===== config.mk =====
export PLATFORM = sky130hd
export DESIGN_NAME = aes_job_scheduler
export DESIGN_NICKNAME = d
export VERILOG_FILES = /design/src/rtl/aes_pkg.sv /design/src/rtl/rr_arbiter2.sv /design/src/rtl/aes_job_scheduler.sv
export SDC_FILE = /design/constraint.sdc
export NUM_CORES = 2
export LEC_CHECK = 0
export CAP_MARGIN = 20
export CORE_AREA = 2 2 567 569
export DETAILED_ROUTE_END_ITERATION = 12
export DIE_AREA = 0 0 569 571
export GPL_TIMING_DRIVEN = 1
export SLEW_MARGIN = 20
export SYNTH_ARGS = -nofsm -noshare
export SYNTH_HDL_FRONTEND = slang
export SYNTH_SLANG_ARGS = --single-unit

===== constraint.sdc =====
create_clock -name clk -period 6.3 [get_ports clk]
set_clock_uncertainty 0.1 [all_clocks]
set_input_delay 1.89 -clock clk [delete_from_list [all_inputs] [get_ports clk]]
set_output_delay 1.89 -clock clk [all_outputs]
set_load 0.02 [all_outputs]

===== src/rtl/aes_pkg.sv =====
// Shared AES scheduler definitions: size codes, round lookups, FSM encoding and widths.
package aes_pkg;

    localparam int BLOCK_W     = 128;
    localparam int KEY_W       = 256;
    localparam int KE_LAT_DEF  = 16;
    localparam int TIMEOUT_DEF = 64;

    typedef enum logic [1:0] {
        SIZE_128 = 2'b00,
        SIZE_192 = 2'b01,
        SIZE_256 = 2'b10,
        SIZE_ILL = 2'b11
    } aes_size_e;

    typedef enum logic [1:0] {
        ST_IDLE   = 2'b00,
        ST_KEYEXP = 2'b01,
        ST_RUN    = 2'b10,
        ST_RESP   = 2'b11
    } sched_state_e;

    function automatic logic [3:0] size_nk(input logic [1:0] size);
        logic [3:0] nk;
        case (size)
            SIZE_128: nk = 4'd4;
            SIZE_192: nk = 4'd6;
            SIZE_256: nk = 4'd8;
            default:  nk = 4'd4;
        endcase
        return nk;
    endfunction

    function automatic logic [3:0] size_nr(input logic [1:0] size);
        logic [3:0] nr;
        case (size)
            SIZE_128: nr = 4'd10;
            SIZE_192: nr = 4'd12;
            SIZE_256: nr = 4'd14;
            default:  nr = 4'd10;
        endcase
        return nr;
    endfunction

    // Keys are MSB-aligned, so only the upper bits take part in the cache compare.
    function automatic logic [KEY_W-1:0] key_mask(input logic [1:0] size);
        logic [KEY_W-1:0] m;
        case (size)
            SIZE_128: m = {{128{1'b1}}, {128{1'b0}}};
            SIZE_192: m = {{192{1'b1}}, {64{1'b0}}};
            default:  m = {KEY_W{1'b1}};
        endcase
        return m;
    endfunction

endpackage


===== src/rtl/rr_arbiter2.sv =====
// Two-way round-robin arbiter; the priority pointer moves only when a grant is issued.
module rr_arbiter2 (
    input  logic       clk,
    input  logic       rst,
    input  logic       en,
    input  logic [1:0] req,
    output logic [1:0] grant,
    output logic       gnt_id
);

    logic last_grant_r;

    // Pick the requester that did not win last time when both ask
    always_comb begin
        grant  = 2'b00;
        gnt_id = 1'b0;
        if (!en) begin
            grant  = 2'b00;
            gnt_id = 1'b0;
        end else if (req == 2'b11) begin
            gnt_id = ~last_grant_r;
            grant  = last_grant_r ? 2'b01 : 2'b10;
        end else if (req[0]) begin
            gnt_id = 1'b0;
            grant  = 2'b01;
        end else if (req[1]) begin
            gnt_id = 1'b1;
            grant  = 2'b10;
        end else begin
            grant  = 2'b00;
            gnt_id = 1'b0;
        end
    end

    // Remember the most recent winner
    always_ff @(posedge clk) begin
        if (rst) begin
            last_grant_r <= 1'b1;
        end else if (grant != 2'b00) begin
            last_grant_r <= gnt_id;
        end else begin
            last_grant_r <= last_grant_r;
        end
    end

endmodule


===== src/rtl/aes_job_scheduler.sv =====
// Shares one KeyExpansion and one cipher core pair between two requesters,
// skipping key expansion when the key and size match the last expanded key.
module aes_job_scheduler
    import aes_pkg::*;
#(
    parameter int KE_LAT  = KE_LAT_DEF,
    parameter int TIMEOUT = TIMEOUT_DEF
) (
    input  logic                 clk,
    input  logic                 rst,
    input  logic [1:0]           req_valid,
    output logic [1:0]           req_ready,
    input  logic [1:0]           req_dir,
    input  logic [3:0]           req_size,
    input  logic [2*KEY_W-1:0]   req_key,
    input  logic [2*BLOCK_W-1:0] req_data,
    output logic                 ke_cs_n,
    output logic [3:0]           ke_Nk,
    output logic [3:0]           ke_Nr,
    output logic [KEY_W-1:0]     ke_key,
    output logic                 core_cs_enc,
    output logic                 core_cs_dec,
    output logic [BLOCK_W-1:0]   core_init,
    input  logic                 core_flag,
    input  logic [BLOCK_W-1:0]   core_result,
    output logic                 rsp_valid,
    input  logic                 rsp_ready,
    output logic                 rsp_id,
    output logic                 rsp_err,
    output logic [BLOCK_W-1:0]   rsp_data
);

    localparam int KE_CW  = $clog2(KE_LAT + 1);
    localparam int RUN_CW = (TIMEOUT > 1) ? $clog2(TIMEOUT) : 1;

    sched_state_e        state_r, state_s;
    logic [1:0]          grant_s;
    logic                sel_id_s, sel_dir_s, run_dir_s;
    logic [1:0]          sel_size_s;
    logic [KEY_W-1:0]    sel_key_s;
    logic [BLOCK_W-1:0]  sel_data_s;
    logic                arb_en_s, cache_hit_s;
    logic                load_job_s, ke_start_s, ke_done_s, run_start_s;
    logic                done_ok_s, done_to_s, done_ill_s;
    logic                job_id_r, job_dir_r;
    logic [1:0]          job_size_r;
    logic [KE_CW-1:0]    ke_cnt_r;
    logic [RUN_CW-1:0]   run_cnt_r;
    logic                cache_valid_r;
    logic [1:0]          cache_size_r;
    logic [KEY_W-1:0]    cache_key_r;

    assign arb_en_s = (state_r == ST_IDLE);

    rr_arbiter2 u_arb (
        .clk    (clk),
        .rst    (rst),
        .en     (arb_en_s),
        .req    (req_valid),
        .grant  (grant_s),
        .gnt_id (sel_id_s)
    );

    assign sel_dir_s   = sel_id_s ? req_dir[1]                  : req_dir[0];
    assign sel_size_s  = sel_id_s ? req_size[3:2]               : req_size[1:0];
    assign sel_key_s   = sel_id_s ? req_key[2*KEY_W-1:KEY_W]    : req_key[KEY_W-1:0];
    assign sel_data_s  = sel_id_s ? req_data[2*BLOCK_W-1:BLOCK_W] : req_data[BLOCK_W-1:0];
    assign cache_hit_s = cache_valid_r && (sel_size_s == cache_size_r) &&
                         (((sel_key_s ^ cache_key_r) & key_mask(sel_size_s)) == {KEY_W{1'b0}});
    // A hit starts the core straight from IDLE, before the direction is latched
    assign run_dir_s   = (state_r == ST_IDLE) ? sel_dir_s : job_dir_r;

    // Next-state and one-cycle sequencing strobes
    always_comb begin
        state_s     = state_r;
        load_job_s  = 1'b0;
        ke_start_s  = 1'b0;
        ke_done_s   = 1'b0;
        run_start_s = 1'b0;
        done_ok_s   = 1'b0;
        done_to_s   = 1'b0;
        done_ill_s  = 1'b0;
        case (state_r)
            ST_IDLE: begin
                if (grant_s != 2'b00) begin
                    load_job_s = 1'b1;
                    if (sel_size_s == SIZE_ILL) begin
                        done_ill_s = 1'b1;
                        state_s    = ST_RESP;
                    end else if (cache_hit_s) begin
                        run_start_s = 1'b1;
                        state_s     = ST_RUN;
                    end else begin
                        ke_start_s = 1'b1;
                        state_s    = ST_KEYEXP;
                    end
                end else begin
                    state_s = ST_IDLE;
                end
            end
            ST_KEYEXP: begin
                if (ke_cnt_r == KE_CW'(KE_LAT)) begin
                    ke_done_s   = 1'b1;
                    run_start_s = 1'b1;
                    state_s     = ST_RUN;
                end else begin
                    state_s = ST_KEYEXP;
                end
            end
            ST_RUN: begin
                // A flag arriving together with the timeout still counts as success
                if (core_flag) begin
                    done_ok_s = 1'b1;
                    state_s   = ST_RESP;
                end else if (run_cnt_r == RUN_CW'(TIMEOUT - 1)) begin
                    done_to_s = 1'b1;
                    state_s   = ST_RESP;
                end else begin
                    state_s = ST_RUN;
                end
            end
            ST_RESP: begin
                if (rsp_ready) begin
                    state_s = ST_IDLE;
                end else begin
                    state_s = ST_RESP;
                end
            end
            default: state_s = ST_IDLE;
        endcase
    end

    // FSM state register
    always_ff @(posedge clk) begin
        if (rst) begin
            state_r <= ST_IDLE;
        end else begin
            state_r <= state_s;
        end
    end

    // Grant pulse and job latch
    always_ff @(posedge clk) begin
        if (rst) begin
            req_ready  <= 2'b00;
            job_id_r   <= 1'b0;
            job_dir_r  <= 1'b0;
            job_size_r <= 2'b00;
            ke_Nk      <= 4'd4;
            ke_Nr      <= 4'd10;
            ke_key     <= {KEY_W{1'b0}};
            core_init  <= {BLOCK_W{1'b0}};
        end else begin
            req_ready <= grant_s;
            if (load_job_s) begin
                job_id_r   <= sel_id_s;
                job_dir_r  <= sel_dir_s;
                job_size_r <= sel_size_s;
                ke_Nk      <= size_nk(sel_size_s);
                ke_Nr      <= size_nr(sel_size_s);
                ke_key     <= sel_key_s;
                core_init  <= sel_data_s;
            end else begin
                job_id_r <= job_id_r;
            end
        end
    end

    // Key expansion pulse, settle counter and key cache
    always_ff @(posedge clk) begin
        if (rst) begin
            ke_cs_n       <= 1'b1;
            ke_cnt_r      <= {KE_CW{1'b0}};
            cache_valid_r <= 1'b0;
            cache_size_r  <= 2'b00;
            cache_key_r   <= {KEY_W{1'b0}};
        end else begin
            ke_cs_n <= ~ke_start_s;
            if (ke_start_s) begin
                ke_cnt_r <= {KE_CW{1'b0}};
            end else if ((state_r == ST_KEYEXP) && !ke_done_s) begin
                ke_cnt_r <= ke_cnt_r + KE_CW'(1);
            end else begin
                ke_cnt_r <= ke_cnt_r;
            end
            if (ke_start_s || done_to_s) begin
                cache_valid_r <= 1'b0;
            end else if (ke_done_s) begin
                cache_valid_r <= 1'b1;
                cache_size_r  <= job_size_r;
                cache_key_r   <= ke_key & key_mask(job_size_r);
            end else begin
                cache_valid_r <= cache_valid_r;
            end
        end
    end

    // Cipher run enables and timeout counter
    always_ff @(posedge clk) begin
        if (rst) begin
            core_cs_enc <= 1'b0;
            core_cs_dec <= 1'b0;
            run_cnt_r   <= {RUN_CW{1'b0}};
        end else if (run_start_s) begin
            core_cs_enc <= ~run_dir_s;
            core_cs_dec <= run_dir_s;
            run_cnt_r   <= {RUN_CW{1'b0}};
        end else if (done_ok_s || done_to_s) begin
            core_cs_enc <= 1'b0;
            core_cs_dec <= 1'b0;
            run_cnt_r   <= {RUN_CW{1'b0}};
        end else if (state_r == ST_RUN) begin
            run_cnt_r <= run_cnt_r + RUN_CW'(1);
        end else begin
            run_cnt_r <= run_cnt_r;
        end
    end

    // Response payload, held until accepted
    always_ff @(posedge clk) begin
        if (rst) begin
            rsp_valid <= 1'b0;
            rsp_id    <= 1'b0;
            rsp_err   <= 1'b0;
            rsp_data  <= {BLOCK_W{1'b0}};
        end else if (done_ok_s) begin
            rsp_valid <= 1'b1;
            rsp_id    <= job_id_r;
            rsp_err   <= 1'b0;
            rsp_data  <= core_result;
        end else if (done_to_s) begin
            rsp_valid <= 1'b1;
            rsp_id    <= job_id_r;
            rsp_err   <= 1'b1;
            rsp_data  <= {BLOCK_W{1'b0}};
        end else if (done_ill_s) begin
            rsp_valid <= 1'b1;
            rsp_id    <= sel_id_s;
            rsp_err   <= 1'b1;
            rsp_data  <= {BLOCK_W{1'b0}};
        end else if ((state_r == ST_RESP) && rsp_ready) begin
            rsp_valid <= 1'b0;
        end else begin
            rsp_valid <= rsp_valid;
        end
    end

endmodule

## After elaboration in Yosys (flattened, before gate mapping)

Index checks and enable logic that the tools add are counted.

- Output and inout bits: 528
- Register bits: 805
- Logic and storage cells: 127

- Reduce and logical (&&, ||, !) cells: 21
- Add/subtract/negate cells: 2
- Bitwise operators: 7
- Mux-type cells: 64
- Equality and inequality tests: 11

Operator list:

| cell | number |
|---|---|
| 2-to-1 mux 256 bit | 4 |
| AND 256 bit | 2 |
| 2-to-1 mux 128 bit | 4 |
| one-hot mux 128 bit (2 select lines) | 2 |
| logical NOT 256 bit | 1 |
| XOR 256 bit | 1 |
| 2-to-1 mux 1 bit | 39 |
| 2-to-1 mux 2 bit | 11 |
| equality test 2 bit (second input constant) | 5 |
| one-hot mux 2 bit (4 select lines) | 1 |
| one-hot mux 4 bit (2 select lines) | 1 |
| adder 6 x 1 -> 6 bit (second input constant) | 1 |
| equality test 2 x 1 -> 1 bit (second input constant) | 3 |
| equality test 6 bit (second input constant) | 1 |
| logical NOT 2 bit | 3 |
| one-hot mux 3 bit (2 select lines) | 1 |
| nonzero test 2 bit | 3 |
| OR reduction 2 bit | 3 |
| adder 5 x 1 -> 5 bit (second input constant) | 1 |
| equality test 5 bit (second input constant) | 1 |
| logical AND 1 bit | 4 |
| NOT 1 bit | 4 |
| nonzero test 4 bit | 1 |
| nonzero test 3 bit | 1 |
| other kinds (6) | 7 |

## Depth between registers and ports, before layout

- Word-level depth: 18
- Depth in mapped cells: 15
- Depth with buffers taken out: 10

## Hierarchy

Synthesis repeated with hierarchy kept, for this count alone.

- Cells, all modules: 3,801
- Area, all modules: 34,018.9 sq um

Modules (own cells, without submodules):

| module | cells each | area each (sq um) | seq. area each (sq um) | times used |
|---|---|---|---|---|
| aes_job_scheduler | 3,792 | 33,952.6 | 16,035.4 | 1 |
| rr_arbiter2 | 9 | 66.3 | 20.0 | 1 |

## Worst setup path after synthesis

No wires, ideal clock.

- Path type: input -> register
- Start point: input port req_valid[1]
- End point: register run_cnt_r[1]
- Cell stages on the path: 12
- Setup slack: 1.414 ns
- Arrival time: 4.670 ns
- Path buffers: 2
- Library setup time: 0.116 ns
- Path through: or3b_1 -> buf_4 -> nor2_8 -> buf_12 -> mux2i_1 -> o2bb2ai_1 -> or4_1 -> nor4_1 -> nand3_1 -> nor4_4 -> a21oi_2 -> and3_1

- Word-level cells in the longest chain between the ends: 15
- Elaborated cells between the ends (all ways): 27
- Classes of those cells: eq/ne: 4; mux: 15; bitwise: 2; reduce/logical: 6

Ends and longest elaborated chain:

| element | RTL line | source |
|---|---|---|
| start, declared | aes_job_scheduler.sv:11 | `input logic [1:0] req_valid,` |
| 2-to-1 mux 1 bit | rr_arbiter2.sv:26 | `end else if (req[1]) begin` |
| 2-to-1 mux 1 bit | rr_arbiter2.sv:23 | `end else if (req[0]) begin` |
| 2-to-1 mux 1 bit | rr_arbiter2.sv:20 | `end else if (req == 2'b11) begin` |
| 2-to-1 mux 1 bit | rr_arbiter2.sv:17 | `if (!en) begin` |
| 2-to-1 mux 2 bit | aes_job_scheduler.sv:65 | `assign sel_size_s = sel_id_s ? req_size[3:2] : req_size[1:0];` |
| equality test 2 x 1 -> 1 bit or logical NOT 2 bit (tied branches) | aes_pkg.sv:48 | `case (size)` |
| one-hot mux 128 bit (2 select lines) | aes_pkg.sv:48 |  |
| AND 256 bit | aes_job_scheduler.sv:69 | `(((sel_key_s ^ cache_key_r) & key_mask(sel_size_s)) == {KEY_W{1'b0}});` |
| logical NOT 256 bit | aes_job_scheduler.sv:69 |  |
| logical AND 1 bit | aes_job_scheduler.sv:68 | `assign cache_hit_s = cache_valid_r && (sel_size_s == cache_size_r) &&` |
| 2-to-1 mux 1 bit | aes_job_scheduler.sv:90 | `end else if (cache_hit_s) begin` |
| 2-to-1 mux 1 bit | aes_job_scheduler.sv:87 | `if (sel_size_s == SIZE_ILL) begin` |
| 2-to-1 mux 1 bit (*) | aes_job_scheduler.sv:85 | `if (grant_s != 2'b00) begin` |
| one-hot mux 1 bit (2 select lines) (*) | aes_job_scheduler.sv:83 | `case (state_r)` |
| OR reduction 3 bit (no line) (*) | -- |  |
| end signal, assigned | aes_job_scheduler.sv:203 | `run_cnt_r <= {RUN_CW{1'b0}};` |
| end signal, assigned | aes_job_scheduler.sv:207 | `run_cnt_r <= {RUN_CW{1'b0}};` |
| end signal, assigned | aes_job_scheduler.sv:211 | `run_cnt_r <= {RUN_CW{1'b0}};` |
| end, declared | aes_job_scheduler.sv:48 | `logic [RUN_CW-1:0] run_cnt_r;` |

Every way passes the cells marked *; elsewhere a longest branch is shown, timed or not.
A chain may end at the register's enable or synchronous reset.

## Worst setup path in the final report

- Start point: input port req_valid[0]
- End point: register run_cnt_r[1]

- Word-level cells in the longest chain between the ends: 14
- Elaborated cells between the ends (all ways): 25
- Classes of those cells: eq/ne: 4; mux: 13; bitwise: 2; reduce/logical: 6

Ends and longest elaborated chain:

| element | RTL line |
|---|---|
| equality test 2 bit or 2-to-1 mux 1 bit (tied branches) | rr_arbiter2.sv:20, rr_arbiter2.sv:23 |
| 2-to-1 mux 1 bit | rr_arbiter2.sv:20 |
| 2-to-1 mux 1 bit | rr_arbiter2.sv:17 |
| 2-to-1 mux 2 bit | aes_job_scheduler.sv:65 |
| equality test 2 x 1 -> 1 bit or logical NOT 2 bit (tied branches) | aes_pkg.sv:48 |
| one-hot mux 128 bit (2 select lines) | aes_pkg.sv:48 |
| AND 256 bit | aes_job_scheduler.sv:69 |
| logical NOT 256 bit | aes_job_scheduler.sv:69 |
| logical AND 1 bit | aes_job_scheduler.sv:68 |
| 2-to-1 mux 1 bit | aes_job_scheduler.sv:90 |
| 2-to-1 mux 1 bit | aes_job_scheduler.sv:87 |
| 2-to-1 mux 1 bit (*) | aes_job_scheduler.sv:85 |
| one-hot mux 1 bit (2 select lines) (*) | aes_job_scheduler.sv:83 |
| OR reduction 3 bit (no line) (*) | -- |

Marks and branches as above.

==> qor.yml <==
slew_violations: 0
synth.ff_latch_count: 802
worstSetupPathType: "in -> reg"
ys_warn_count: 0
synth-adder-area-share: 0.003052
finalHoldViolations: 0
fp.dieW_um: 569
tightestPinTransition_ps: 1237
synth_compound_area_frac: 0.2230
final_layout_size_suffix_gt1_frac: 0.07363
num_rows: 208
seq_area_sq_um: 16060
cp_common_cell: "buf_4"
synth_area_sq_um: 36900
power.leakage_uw: 0.02111
clockBufferDepth: 4
fin_crit_sh: 0.9347
cts_buffers: 108
die-area_sq_um: 324900
io_pins: 1436
postRouteWirelength_um: 352700
drt_iter0_markers: 4784
area_growth_pct: 66.00
core_sq_um: 319300
fp.dieH_um: 571
grt_pass1_vias: 41106
path_buf_inv: 6
fin_crit_ps: 5889
synth_xor_area_frac: 0.03181
synth_area_leaders: "dfxtp_1 44%, nand2_1 9.2%, a311oi_1 6.5%"
finalPower_uw: 17220
synth-simple-area-share: 0.2248
routabilityCongestion: 0.9939
drtAntennaViolNets: 0
wire_per_inst_um: 33.78
grt_remaining_overflow: 0
antenna_found_initial: 306
worstPathMaxFanout: 31
nets: 6986
root_buffer: "clkbuf_16"
synth_mux_area_frac: 0.02262
synth-edff-count: 0
multiInputGateArea_sq_um: 18790
path_cells: "clkdlybuf4s50_1 -> nand2_4 -> nand2_4 -> buf_12 -> buf_4 -> o211ai_1 -> a2111oi_1 -> nand4_1 -> nor4_4 -> buf_4 -> nand3_1 -> buf_4 -> nor4_4 -> buf_12 -> a21oi_2 -> and3_1"
synth_top_area_frac: 0.4351
crit_required_ps: 6900
cts_max_level: 3
cpPeakStageDelay_ps: 590
final.hold.worst_slack_ps: 357.7
vias: 44332
fill_cells: 35641
initial_core_util: 0.1155
cpMaxStageDelayCell: "clkdlybuf4s50_1"
yosysSeqAreaShare: 0.4351
final_util: 0.1918
track_usage: 0.2068
ys_async_sr_fraction: 0
vias_per_cell: 4.246
crit_arrival_ps: 6490
place_inst: 10154
worstSetupStartpointType: "primary input"
synth_cell_types: 74
ir_drop_mv: 0.2154
rsz0062_at_grt: "no"
crit_family: "simple AND/OR/NAND/NOR gates"
cts_sinks: 802
relSlewSlack: 0.1752
maxCapViolCount: 0
status: "finished clean"
fmax_ghz: 0.1698
synth_cells: 4682
clk_pin_slew_ps: 60
cts_tree: "done"
hp-class: "reg -> reg"
dp_hpwl_um: 298500
setup_viol: 0
finalNonFillerCells: 10442
grt_pass1_wl_um: 440600
syn_avg_cell_area_sq_um: 7.881
firstDrtPassIters: 8
cp-end-kind: "flip-flop"
post-synth-top-area-cell: "dfxtp_1"
synthFlopType: "dfxtp_1"
io_buffer_count: 1432
synth_top_family_by_area: "simple AND/OR/NAND/NOR gates"
worstSkewPairLatency_ps: 860
power.density_nw_per_um2: 281.2
drc: 0
grt_max_degree: 201
-- area by class of cell --
| class | count | share of cell area |
|---|---|---|
| clock inverters | 59 | 0.01234 |
| inverters | 165 | 0.01011 |
| repair buffers | 1660 | 0.2700 |
| multi-input cells | 3332 | 0.3067 |
| clock buffers | 134 | 0.04915 |
| flip-flops and latches | 802 | 0.2622 |
| diodes | 90 | 0.003677 |
| well taps | 4200 | 0.08580 |
-- power by group --
group / internal [uW] / total (uW) / switching [uW]
Combinational: 1820 / 4630 / 2810
Clock: 3940 / 6760 / 2820
Sequential: 5460 / 5840 / 377
Total: 11200 / 17200 / 6010
-- path summary, 6_finish.rpt --
kind | start | end | slack (ps) | cells past startpoint
worst max-delay path | req_valid[0] | run_cnt_r[1] | 410 | 16
worst min-delay path | ke_Nr[2] | ke_Nr[2] | 360 | 2
worst max register to register | state_r[1] | run_cnt_r[1] | 1420 | 15
worst min register to register | ke_Nr[2] | ke_Nr[2] | 360 | 2
-- registers in the layout, summed over array words and instances (netlist names), 2 cells and up --
signal,flops
cache_key_r,256
cache_size_r,2
core_init,128
job_size_r,2
ke_Nk,3
ke_Nr,2
ke_cnt_r,5
ke_key,256
req_ready,2
rsp_data,128
run_cnt_r,6
state_r,2
-- routing by layer --
| metal | global-route usage | share of wire | wire length [um] |
|---|---|---|---|
| met5 | 0 | 0.0039 | 1363 |
| met4 | 0.07314 | 0.042 | 14730 |
| met3 | 0.1058 | 0.13 | 46800 |
| met2 | 0.3269 | 0.44 | 155900 |
| met1 | 0.2380 | 0.38 | 133900 |
-- synth_stat cells (5+ instances only) --
cell	instances
a31oi_1	6
a222oi_1	17
a21oi_1	329
a211oi_1	118
nor3b_1	8
nor3_1	38
a2111oi_0	30
a221o_1	5
and2_1	11
a311oi_1	274
inv_1	165
xnor2_1	55
ha_1	9
nor2_1	553
a22oi_1	147
xor2_1	79
nor2b_1	53
nor4_1	33
nand2b_1	33
clkbuf_1	339
and3_1	35
or3_1	7
nand4b_1	15
a21boi_0	5
nand2_1	900
buf_6	8
mux2i_1	80
nand3_1	198
dfxtp_1	802
a221oi_1	8
o2111ai_1	9
nand4_1	34
buf_2	11
a2bb2oi_1	6
o22ai_1	72
buf_1	15
o21ai_0	62
o211ai_1	18
o221ai_1	11
buf_4	10
o2bb2ai_1	12
-- repair_timing --
action,4_1_cts,5_1_grt
resized for setup,8,2
pin swaps,1,0
gates cloned,0,0
setup buffers,5,0
hold buffers,0,0
setup endpoints to repair,17,15
-- tightest hold or removal path, delay by kind of cell (launching register included) --
family	cells	cell delay, ps
AOI/OAI and AO/OA	1	50
and+or+nand+nor	1	50
DFF	1	310
-- cell families after synthesis --
family	after synthesis
muxes	83
buffers and inverters	549
other	2
adders and majority gates	9
and+or+nand+nor	1937
AOI/OAI and AO/OA	1166
xor gates and xnor gates	134
DFF	802
-- through the flow --
stage,setup TNS (ps),instance area [sq um],setup WS (ps)
finish,0,61250,411.1
global route,0,61080,279.9
CTS,0,61010,23.84
detailed placement,-30400,57170,-1362
global placement,-28670,57170,-1444
floorplan,0,36900,1414
-- cells in the final DEF (no fill, tap or decap), drive strengths merged, types with 11 or more instances in the layout --
| cell type | netlist | final |
|---|---|---|
| a2111oi | 30 | 30 |
| a211oi | 118 | 118 |
| a21oi | 330 | 330 |
| a222oi | 17 | 17 |
| a22oi | 147 | 147 |
| a311oi | 274 | 274 |
| and2 | 11 | 11 |
| and3 | 35 | 35 |
| buf | 45 | 230 |
| bufinv | 0 | 13 |
| clkbuf | 339 | 134 |
| clkdlybuf4s50 | 0 | 1429 |
| clkinv | 0 | 29 |
| dfxtp | 802 | 802 |
| diode | 0 | 90 |
| inv | 165 | 175 |
| mux2i | 80 | 80 |
| nand2 | 900 | 900 |
| nand2b | 33 | 33 |
| nand3 | 198 | 198 |
| nand4 | 34 | 34 |
| nand4b | 15 | 15 |
| nor2 | 554 | 554 |
| nor2b | 53 | 53 |
| nor3 | 38 | 38 |
| nor4 | 34 | 34 |
| o211ai | 18 | 18 |
| o21ai | 64 | 64 |
| o221ai | 11 | 11 |
| o22ai | 72 | 72 |
| o2bb2ai | 12 | 12 |
| xnor2 | 55 | 55 |
| xor2 | 79 | 79 |
Power figures use the tool's default switching activity.
